==> config.mk <==
export PLATFORM = sky130hd
export DESIGN_NAME = dac_multich_slew_flat
export DESIGN_NICKNAME = d
export VERILOG_FILES = /design/src/rtl/dac_pkg.sv /design/src/rtl/dac_multich_slew_if.sv /design/src/rtl/dac_slew_limiter.sv /design/src/rtl/dac_multich_slew.sv /design/src/flat_wrapper.sv
export SDC_FILE = /design/constraint.sdc
export NUM_CORES = 1
export LEC_CHECK = 0
export CAP_MARGIN = 5
export CORE_MARGIN = 3
export CORE_UTILIZATION = 30
export DETAILED_ROUTE_END_ITERATION = 7
export PLACE_DENSITY = 0.55
export SETUP_SLACK_MARGIN = 0.4
export SKIP_CTS_REPAIR_TIMING = 1
export SLEW_MARGIN = 15
export SYNTH_ARGS = -nofsm -noshare
export SYNTH_HDL_FRONTEND = slang
export SYNTH_SLANG_ARGS = --single-unit
export TNS_END_PERCENT = 20
==> constraint.sdc <==
create_clock -name i_sys_clock -period 6.45 [get_ports i_sys_clock]
set_clock_uncertainty 0.2 [all_clocks]
set_input_delay 0.645 -clock i_sys_clock [delete_from_list [all_inputs] [get_ports i_sys_clock]]
set_output_delay 0.645 -clock i_sys_clock [all_outputs]
set_load 0.005 [all_outputs]
==> src/rtl/dac_pkg.sv <==
// Shared status codes, FSM state encoding and width helper for the
// multichannel slewed DAC front end.
package dac_pkg;

  localparam logic [3:0] STATUS_RESET = 4'b0000;
  localparam logic [3:0] STATUS_MUTE  = 4'b0001;

  typedef enum logic [1:0] {
    ST_IDLE      = 2'b00,
    ST_WAIT_INIT = 2'b01,
    ST_RUN       = 2'b10,
    ST_MUTE      = 2'b11
  } state_e;

  // Bits needed to hold the values 0..max_val.
  function automatic int unsigned cnt_width(input int unsigned max_val);
    return (max_val < 2) ? 1 : $clog2(max_val + 1);
  endfunction

endpackage

==> src/rtl/dac_multich_slew_if.sv <==
// Frame handshake bus: flattened N-channel target frame with valid/ready.
interface dac_multich_slew_if #(
  parameter int unsigned NB_CHANNELS = 2,
  parameter int unsigned DATA_W      = 14
);
  logic [NB_CHANNELS*DATA_W-1:0] data;
  logic                          valid;
  logic                          ready;

  modport master (output data, output valid, input ready);
  modport slave  (input data, input valid, output ready);
endinterface

==> src/rtl/dac_slew_limiter.sv <==
// One DAC channel: target register, slew-limited output register and a
// settled flag (output equals latched target).
module dac_slew_limiter #(
  parameter int unsigned DATA_W    = 14,
  parameter int unsigned SLEW_STEP = 64
) (
  input  logic              clk,
  input  logic              rst_n,
  input  logic              clear_i,
  input  logic              slew_en_i,
  input  logic              force_zero_i,
  input  logic              load_i,
  input  logic [DATA_W-1:0] data_i,
  output logic [DATA_W-1:0] out_o,
  output logic              settled_o
);

  localparam logic [DATA_W:0]   STEP_X = (DATA_W+1)'(SLEW_STEP);
  localparam logic [DATA_W-1:0] STEP_W = DATA_W'(SLEW_STEP);

  logic [DATA_W-1:0] target_q, target_d;
  logic [DATA_W-1:0] out_q, out_d;
  logic [DATA_W-1:0] eff_target;
  logic [DATA_W:0]   diff;
  logic [DATA_W:0]   mag;

  always_comb begin
    eff_target = force_zero_i ? '0 : target_q;
    // Sign-extend both operands so the difference never wraps.
    diff = {eff_target[DATA_W-1], eff_target} - {out_q[DATA_W-1], out_q};
    mag  = diff[DATA_W] ? (~diff + 1'b1) : diff;

    target_d = target_q;
    out_d    = out_q;
    if (clear_i) begin
      target_d = '0;
      out_d    = '0;
    end else begin
      if (force_zero_i)
        target_d = '0;
      else if (load_i)
        target_d = data_i;
      if (slew_en_i) begin
        if (mag <= STEP_X)
          out_d = eff_target;
        else if (diff[DATA_W])
          out_d = out_q - STEP_W;
        else
          out_d = out_q + STEP_W;
      end
    end
  end

  always_ff @(posedge clk or negedge rst_n) begin
    if (!rst_n) begin
      target_q <= '0;
      out_q    <= '0;
    end else begin
      target_q <= target_d;
      out_q    <= out_d;
    end
  end

  assign out_o     = out_q;
  assign settled_o = (out_q == target_q);

endmodule

==> src/rtl/dac_multich_slew.sv <==
// N-channel DAC front end: init/IAGC gating FSM, init timeout and frame
// handshake driving one slew limiter per channel.
module dac_multich_slew
  import dac_pkg::*;
#(
  parameter int unsigned NB_CHANNELS      = 2,
  parameter int unsigned ZMOD_DATA_SIZE   = 14,
  parameter int unsigned IAGC_STATUS_SIZE = 4,
  parameter int unsigned SLEW_STEP        = 64,
  parameter int unsigned INIT_TIMEOUT     = 1023
) (
  input  logic                                  i_sys_clock,
  input  logic                                  i_reset_n,
  input  logic [IAGC_STATUS_SIZE-1:0]           i_iagc_status,
  dac_multich_slew_if.slave                     s_if,
  input  logic                                  i_dac_init_done,
  output logic [NB_CHANNELS*ZMOD_DATA_SIZE-1:0] o_data,
  output logic                                  o_data_valid,
  output logic [1:0]                            o_state,
  output logic                                  o_timeout
);

  localparam int unsigned CW = cnt_width(INIT_TIMEOUT);
  localparam logic [CW-1:0] TO_CNT = CW'(INIT_TIMEOUT);

  state_e              state_q, state_d;
  logic [CW-1:0]       cnt_q, cnt_d;
  logic                to_q, to_d;
  logic                is_reset, is_mute;
  logic                clear, slew_en, force_zero, load;
  logic [NB_CHANNELS-1:0] settled;

  assign is_reset = (i_iagc_status == IAGC_STATUS_SIZE'(STATUS_RESET));
  assign is_mute  = (i_iagc_status == IAGC_STATUS_SIZE'(STATUS_MUTE));

  always_comb begin
    state_d = state_q;
    unique case (state_q)
      ST_IDLE:      state_d = ST_WAIT_INIT;
      ST_WAIT_INIT: if (i_dac_init_done) state_d = is_mute ? ST_MUTE : ST_RUN;
      ST_RUN:       if (is_mute) state_d = ST_MUTE;
      ST_MUTE:      if (!is_mute) state_d = ST_RUN;
      default:      state_d = ST_IDLE;
    endcase
    if (is_reset)
      state_d = ST_IDLE;
  end

  // Status changes act on the very next edge, so mute/clear look at the
  // live status as well as the registered state.
  assign clear      = is_reset || (state_q == ST_IDLE);
  assign slew_en    = (state_q == ST_RUN) || (state_q == ST_MUTE);
  assign force_zero = (state_q == ST_MUTE) || ((state_q == ST_RUN) && is_mute);
  assign s_if.ready = (state_q == ST_RUN) && (&settled);
  assign load       = s_if.valid && s_if.ready;

  always_comb begin
    cnt_d = cnt_q;
    to_d  = to_q;
    if (clear) begin
      cnt_d = '0;
      to_d  = 1'b0;
    end else begin
      if ((state_q == ST_WAIT_INIT) && (cnt_q != TO_CNT))
        cnt_d = cnt_q + 1'b1;
      to_d = to_q || (cnt_d == TO_CNT);
    end
  end

  always_ff @(posedge i_sys_clock or negedge i_reset_n) begin
    if (!i_reset_n) begin
      state_q <= ST_IDLE;
      cnt_q   <= '0;
      to_q    <= 1'b0;
    end else begin
      state_q <= state_d;
      cnt_q   <= cnt_d;
      to_q    <= to_d;
    end
  end

  for (genvar k = 0; k < NB_CHANNELS; k++) begin : g_ch
    dac_slew_limiter #(
      .DATA_W    (ZMOD_DATA_SIZE),
      .SLEW_STEP (SLEW_STEP)
    ) u_slew (
      .clk          (i_sys_clock),
      .rst_n        (i_reset_n),
      .clear_i      (clear),
      .slew_en_i    (slew_en),
      .force_zero_i (force_zero),
      .load_i       (load),
      .data_i       (s_if.data[k*ZMOD_DATA_SIZE +: ZMOD_DATA_SIZE]),
      .out_o        (o_data[k*ZMOD_DATA_SIZE +: ZMOD_DATA_SIZE]),
      .settled_o    (settled[k])
    );
  end

  assign o_data_valid = (state_q == ST_RUN) || (state_q == ST_MUTE);
  assign o_state      = state_q;
  assign o_timeout    = to_q;

endmodule

==> src/flat_wrapper.sv <==
// flat-port wrapper written by rule: the top's interface ports become plain ports
module dac_multich_slew_flat import dac_pkg::*;
#(
  parameter int unsigned NB_CHANNELS      = 2,
  parameter int unsigned ZMOD_DATA_SIZE   = 14,
  parameter int unsigned IAGC_STATUS_SIZE = 4,
  parameter int unsigned SLEW_STEP        = 64,
  parameter int unsigned INIT_TIMEOUT     = 1023
)
  (i_sys_clock, i_reset_n, i_iagc_status, i_dac_init_done, o_data, o_data_valid, o_state, o_timeout, s_if_data, s_if_valid, s_if_ready);
  dac_multich_slew_if #(.NB_CHANNELS(NB_CHANNELS), .DATA_W((14))) s_if_i ();
  input  logic i_sys_clock;
  input  logic i_reset_n;
  input  logic [IAGC_STATUS_SIZE-1:0] i_iagc_status;
  input  logic i_dac_init_done;
  output logic [NB_CHANNELS*ZMOD_DATA_SIZE-1:0] o_data;
  output logic o_data_valid;
  output logic [1:0] o_state;
  output logic o_timeout;
  input wire logic [$bits(s_if_i.data)-1:0] s_if_data;
  input wire logic [$bits(s_if_i.valid)-1:0] s_if_valid;
  output wire logic [$bits(s_if_i.ready)-1:0] s_if_ready;
  assign s_if_i.data = s_if_data;
  assign s_if_i.valid = s_if_valid;
  assign s_if_ready = s_if_i.ready;
  dac_multich_slew #(.NB_CHANNELS(NB_CHANNELS), .ZMOD_DATA_SIZE(ZMOD_DATA_SIZE), .IAGC_STATUS_SIZE(IAGC_STATUS_SIZE), .SLEW_STEP(SLEW_STEP), .INIT_TIMEOUT(INIT_TIMEOUT)) u_core (.i_sys_clock(i_sys_clock), .i_reset_n(i_reset_n), .i_iagc_status(i_iagc_status), .s_if(s_if_i), .i_dac_init_done(i_dac_init_done), .o_data(o_data), .o_data_valid(o_data_valid), .o_state(o_state), .o_timeout(o_timeout));
endmodule
# After elaboration in Yosys (flattened, before gate mapping)
# Cells that the tools add are included.
dict set report word_totals {
  reg_bits 69
  word_cells 73
  out_inout_bits 33
}
dict set report classes {
  order_cmp 2
  eq_ne 11
  reduce_logical 14
  muxes 28
  addsub 9
  bitwise 2
}
# cell count
set op_table {}
lappend op_table {{two-way mux 14 bit} 16}
lappend op_table {{adder 15 x 1 -> 15 bit (second input constant)} 2}
lappend op_table {{less-or-equal comparator 15 x 7 -> 1 bit (second input constant)} 2}
lappend op_table {{two-way mux 10 bit} 3}
lappend op_table {{two-way mux 15 bit} 2}
lappend op_table {{inverter 15 bit} 2}
lappend op_table {{subtractor 14 x 14 -> 15 bit} 2}
lappend op_table {{adder 14 x 7 -> 14 bit (second input constant)} 2}
lappend op_table {{== test 14 bit} 2}
lappend op_table {{subtractor 14 x 7 -> 14 bit (second input constant)} 2}
lappend op_table {{adder 10 x 1 -> 10 bit (second input constant)} 1}
lappend op_table {{== test 10 bit (second input constant)} 1}
lappend op_table {{inequality test 10 bit (second input constant)} 1}
lappend op_table {{two-way mux 2 bit} 4}
lappend op_table {{case mux 2 bit (4 select lines)} 1}
lappend op_table {{inequality test 3 x 2 -> 1 bit (second input constant)} 2}
lappend op_table {{== test 2 bit (second input constant)} 2}
lappend op_table {{== test 4 x 1 -> 1 bit (second input constant)} 1}
lappend op_table {{logical AND 1 bit} 4}
lappend op_table {{zero test 4 bit} 1}
lappend op_table {{logical OR 1 bit} 4}
lappend op_table {{inequality test 3 x 1 -> 1 bit (second input constant)} 1}
lappend op_table {{AND reduction 3 bit} 1}
lappend op_table {{nonzero test 3 bit} 1}
lappend op_table {{5 further kinds} 6}

# Longest topological paths before layout
# Gate-level depths: netlist of run 1.
dict set report depth {
  depth_word 12
  depth_mapped 25
  ltp_nobuf 22
}

# Cells and area by module
# A second synthesis of run 1 with hierarchy kept.
dict set report hier_totals {
  cells_unflattened 831
  area_unflattened_um2 7028.0
}
# mod cells_per_inst instances area_per_inst_um2 seq_area_each_um2
set modules_own_cells {}
lappend modules_own_cells {{dac_slew_limiter (u_core.g_ch[0].u_slew)} 374 1 3144.3 700.7}
lappend modules_own_cells {{dac_slew_limiter (u_core.g_ch[1].u_slew)} 373 1 3116.7 700.7}
lappend modules_own_cells {dac_multich_slew 84 1 767.0 325.3}

# Worst setup path before layout of run 1
# OpenSTA, ideal clock, no wires.
dict set report synth_timing {
  path_type {input -> register}
  from {input i_iagc_status[1]}
  to {register u_core.g_ch[0].u_slew.out_q[13]}
  setup_time_ns 0.122
  arrival_ns 5.135
  path_slack_ns 0.993
  cell_stages 24
  cell_sequence {nor3_1 a21o_1 nand2_1 clkbuf_1 buf_1 nand2_1 ha_1 fa_1 nor2b_1 o311ai_1 a21o_1 nand2_1 o21a_1 clkinv_1 ha_1 a21o_1 a21o_1 a21o_1 a21oi_1 o21ai_0 xnor2_1 xnor2_1 o31ai_1 a32o_1}
}
dict set report synth_via {
  elab_chain_len 12
  word_cells_on_any_way 16
  cone_classes {2 x add/sub; 1 x order compare; 1 x eq/ne; 6 x mux; 1 x bitwise; 5 x reduce/logical}
}
# element line
set synth_lines {}
lappend synth_lines {{from (decl)} flat_wrapper.sv:14} ;# input logic [IAGC_STATUS_SIZE-1:0] i_iagc_status;
lappend synth_lines {{== test 4 x 1 -> 1 bit} dac_multich_slew.sv:34} ;# assign is_mute = (i_iagc_status == IAGC_STATUS_SIZE'(STATUS_MUTE));
lappend synth_lines {{logical AND 1 bit} dac_multich_slew.sv:53} ;# assign force_zero = (state_q == ST_MUTE) || ((state_q == ST_RUN) && is_mute);
lappend synth_lines {{logical OR 1 bit} dac_multich_slew.sv:53}
lappend synth_lines {{two-way mux 14 bit} dac_slew_limiter.sv:28} ;# eff_target = force_zero_i ? '0 : target_q;
lappend synth_lines {{subtractor 14 x 14 -> 15 bit} dac_slew_limiter.sv:30} ;# diff = {eff_target[DATA_W-1], eff_target} - {out_q[DATA_W-1], out_q};
lappend synth_lines {{inverter 15 bit} dac_slew_limiter.sv:31} ;# mag = diff[DATA_W] ? (~diff + 1'b1) : diff;
lappend synth_lines {{adder 15 x 1 -> 15 bit} dac_slew_limiter.sv:31}
lappend synth_lines {{two-way mux 15 bit} dac_slew_limiter.sv:31}
lappend synth_lines {{less-or-equal comparator 15 x 7 -> 1 bit} dac_slew_limiter.sv:44} ;# if (mag <= STEP_X)
lappend synth_lines {{two-way mux 14 bit} dac_slew_limiter.sv:44}
lappend synth_lines {{two-way mux 14 bit} dac_slew_limiter.sv:43} ;# if (slew_en_i) begin
lappend synth_lines {{two-way mux 14 bit} dac_slew_limiter.sv:35} ;# if (clear_i) begin
lappend synth_lines {{to (signal assigned)} dac_slew_limiter.sv:60} ;# out_q <= out_d;
lappend synth_lines {{to (decl)} dac_slew_limiter.sv:22} ;# logic [DATA_W-1:0] out_q, out_d;
# Parallel ways exist; a longest one is shown, timed or not. The select of a mux whose other input is x is not followed.
# A chain may end at the register's enable or synchronous reset.

# Worst setup path after layout of run 1
dict set report layout_timing {
  from {input i_iagc_status[1]}
  to {register u_core.g_ch[0].u_slew.out_q[1]}
}
# The elaborated chain is that of the path after synthesis.

==> results of run 1 <==
## per-layer routing
layer	vias up	global-route usage
li1	3266	-
met1	3104	0.222
met2	135	0.286
met3	24	0.0225
met4	0	0.0442
met5	-	0
## worst reg2reg max path: cells and delay by family, from the launching register on
family                     cells  cell delay, ps
buffers and inverters          1             220
muxes                          1             190
AOI/OAI and AO/OA              4            1240
DFF                            1             470
xor gates and xnor gates       1             370
and+or+nand+nor                6            1760
adders and majority gates      2             650
## worst max path at each step
stage                      from                              end  slack [ps]  cells past startpoint
2_1_floorplan  i_iagc_status[1]  u_core.g_ch[0].u_slew.out_o[13]         990                     24
6_report       i_iagc_status[1]   u_core.g_ch[0].u_slew.out_o[1]         800                     20
4_1_cts        i_iagc_status[1]   u_core.g_ch[1].u_slew.out_o[1]         690                     19
3_5_place_dp   i_iagc_status[1]   u_core.g_ch[1].u_slew.out_o[1]         350                     19
5_1_grt        i_iagc_status[1]   u_core.g_ch[1].u_slew.out_o[2]         460                     19
3_3_place_gp   i_iagc_status[1]   u_core.g_ch[1].u_slew.out_o[4]         350                     19
## sequential cells by signal, summed over array words and instances (netlist names)
register and flops:
u_core.cnt_q 10, u_core.g_ch.u_slew.out_o 28, u_core.g_ch.u_slew.target_q 28, u_core.o_state 2, u_core.o_timeout 1
## final cells by class
| class | instances | area share |
|---|---|---|
| Clock buffer | 11 | 0.0298 |
| Timing Repair Buffer | 97 | 0.109 |
| Clock inverter | 4 | 0.00889 |
| Tap cell | 280 | 0.0429 |
| Sequential cell | 69 | 0.212 |
| Inverter | 69 | 0.0322 |
| Multi-Input combinational cell | 686 | 0.565 |
## power by group through the flow
stage | sequential [mW] | clock [mW] | combinational (mW)
after global routing | 0.650 | 0.561 | 2.53
after global placement | 0.647 | 0 | 2.21
after detailed placement | 0.648 | 0 | 2.21
after CTS | 0.640 | 0.540 | 2.23
after floorplan | 0.600 | 0 | 1.62
final | 0.636 | 0.531 | 2.28
## synth_stat cells, drive strengths merged, types with 15 or more instances
cell type / n
nor2: 53
a21oi: 35
xnor2: 35
mux2i: 15
clkbuf: 24
nand2: 118
nand3: 35
xor2: 29
dfrtp: 69
ha: 43
nor3: 25
a21o: 27
inv: 68
o21ai: 56
## per-stage QoR
step           area [um^2]  cells
4_1_cts               8090   1208
2_1_floorplan         6700    854
5_1_grt               8160   1216
3_3_place_gp          7770   1193
3_5_place_dp          7770   1193
6_report              8160   1216
## kinds of logic after synthesis
group                      Yosys count
and+or+nand+nor                    324
AOI/OAI and AO/OA                  234
buffers and inverters               99
DFF                                 69
xor gates and xnor gates            64
adders and majority gates           47
muxes                               17
==> metrics.md, run 1 <==
| Metric | Value |
|---|---|
| Status | finished, final reports clean |
| Post-synthesis cell type count | 78 |
| Min-Delay Path Class | in -> async |
| DR vias | 6529 |
| Clock Tree Buf Depth | 2 |
| Clk_lat worst skew | 330 ps |
| Footprint of the multi-input gates | roughly 4600 um^2 |
| R2R depth | 15 |
| Total core area | 21900 um^2 |
| Fin. max-slew vios | 0 |
| Largest family of logic cells by synthesized area | compound AO/OA/AOI/OAI gates |
| Share of cells above drive strength 1 | 0.0705 |
| Critical path fanouts, max | 14 |
| Ports | 69 |
| Power per Cell Area | 423 nW/um^2 |
| Diode count | 0 |
| Max Cap Viol | 0 |
| Worst slew pin tran | 1120 ps |
| Critical path launch point type | input pin |
| EDFF count, synth | 0 |
| DR top layer | met4 |
| Worst Setup Path Type | in -> reg |
| Vias per cell | 5.37 |
| Crit-path cells | clkdlybuf4s50_1 -> nor3_1 -> a21o_1 -> nand2_2 -> buf_4 -> nand2_1 -> inv_1 -> ha_1 -> buf_4 -> and3_1 -> or3_1 -> a21boi_0 -> xnor2_1 -> nand4bb_1 -> a211oi_1 -> o22ai_1 -> a2111o_1 -> nor4_4 -> buf_4 -> mux2i_1 |
| Synthesis warning total | 0 |
| R2R Path End | u_core.g_ch[0].u_slew.out_o[1] |
| Area growth syn-to-layout | 21.7% |
| Final worst path period share | 0.875 |
| Dpl ws | approximately 350 ps |
| Die ar. | 24200 um^2 |
| Post-Syn Instances | 854 |
| Register bit total from synthesis | 69 |
| Critical-path cell with the highest stage delay | a2111o_1 |
| Rows | 54 |
| CTS tree | done |
| Hold WS | 313 ps |
| Synth top area share | 0.258 |
| Compound-Gate Fraction of Synth Area | 0.242 |
| CTS clock-pin slew for the worst setup and hold paths | ~60 ps |
| Routability cong. | 0.864 |
| Leakage | 3.68 nW |
| CTS Sinks | 69 |
| Dominant synthesized flop cell | dfrtp_1 |
| Tmin final | 5650 ps |
| Number of global-route vias before repair | 6298 |
| Rel. slew slack | 0.251 |
| GRT overflow | 0 |
| Antenna violations before repair | 0 |
| Int Pwr | 1.85 mW |
| Metal1 wirelength | 9240 um |
| Met2 WL | 9830 um |
| Setup WS post-layout | 805 ps |
| WP data arrival | 5690 ps |
| Number of CTS-inserted buffers | 9 |
| Met3 WL post-DR | 809 um |
| VDD IR max | 0.154 mV |
| Setup_tns | 0 ps |
| Clock Tree Root | clkbuf_16 |
| HPWL Detailed | 15900 um |
| Net Sw Frac | 0.463 |
| Clock power frac | 0.154 |
| Element type at the critical path end | flip-flop |
| Die Ht | 155 um |
| Mux contribution to synthesized area | 0.0258 |
| Largest cells by area after synthesis | dfrtp_1, ha_1, nand2_1, xnor2_1, o21ai_0 |
| Synthesized area per cell | around 8 um^2 |
| First-pass GRT wire length | 33300 um |
| Sequential power share | 0.185 |
| Antenna viol nets, final | 0 |
| Max Freq | 177 MHz |
| Post-Syn Area | 6700 um^2 |
| Fraction of registers with async set/reset | 1.00 |
| Proportion of synthesized chip area in sequential cells | 0.258 |
| PortBufs | just under 70 |
| DRT Pass-1 Iters | 4 |
| Worst endpoint required time | 6490 ps |
| Leading area contributor after synthesis | dfrtp_1 |
| NumNets Final | 1015 |
| Tot Pwr | 3.45 mW |
| Starting Density | 0.306 |
| Unrepaired setup endpoints after global routing | no |
| Worst Path Buf+Inv | 5 |
| Combinational cell fraction of total power | 0.662 |
| Wire per inst | between 15 and 20 um |
| DR iter-0 viols | 329 |
| DRC errors left | 0 |
| Fillers | between 2000 and 2500 |
| Sequential Area | 1730 um^2 |
| Switching pwr | approximately 1.6 mW |
| Post-Route WL | ~20000 um |
| Largest net degree at the start of global routing | 70 |
| Gr usage total | 0.167 |
| CP max stage delay | roughly 630 ps |
| Die span in x | 155 um |
| Commonest non-fill, non-tap cell in the layout | nand2_1 |
| R2R setup slack | 1270 ps |
| XOR/XNOR share of the synthesized area | 0.0836 |
| # setup viols final | 0 |
| Most frequent cells in the layout | nand2_1, dfrtp_1, inv_1, clkdlybuf4s50_1, o21ai_0 |
| Final hold violation count | 0 |
| Reg-to-Reg Start | u_core.o_state[0] |
| Post-Synth Adder-Cell Area | 0.0922 |
| Simple-gate share of the synthesized area | 0.242 |
| Core Util, Final | 0.373 |
| H-tree depth | 3 |
| Synth Net Count | 937 |
| Most frequent CP cell | buf_4 |
| Largest delay share family, worst path | simple AND/OR/NAND/NOR gates |
Power figures use the tool's default switching activity.
==> inputs of run 2 (changes only) <==
- HOLD_SLACK_MARGIN: not set -> 0.12
==> results of run 2 <==
Same layout as run 1: the final DEF is identical, and so are final timing and power.
==> inputs of run 3 (changes only) <==
- ABC_CLOCK_PERIOD_IN_PS: not set -> 6450
==> results of run 3 <==
Same layout as run 1: the final DEF is identical, and so are final timing and power.
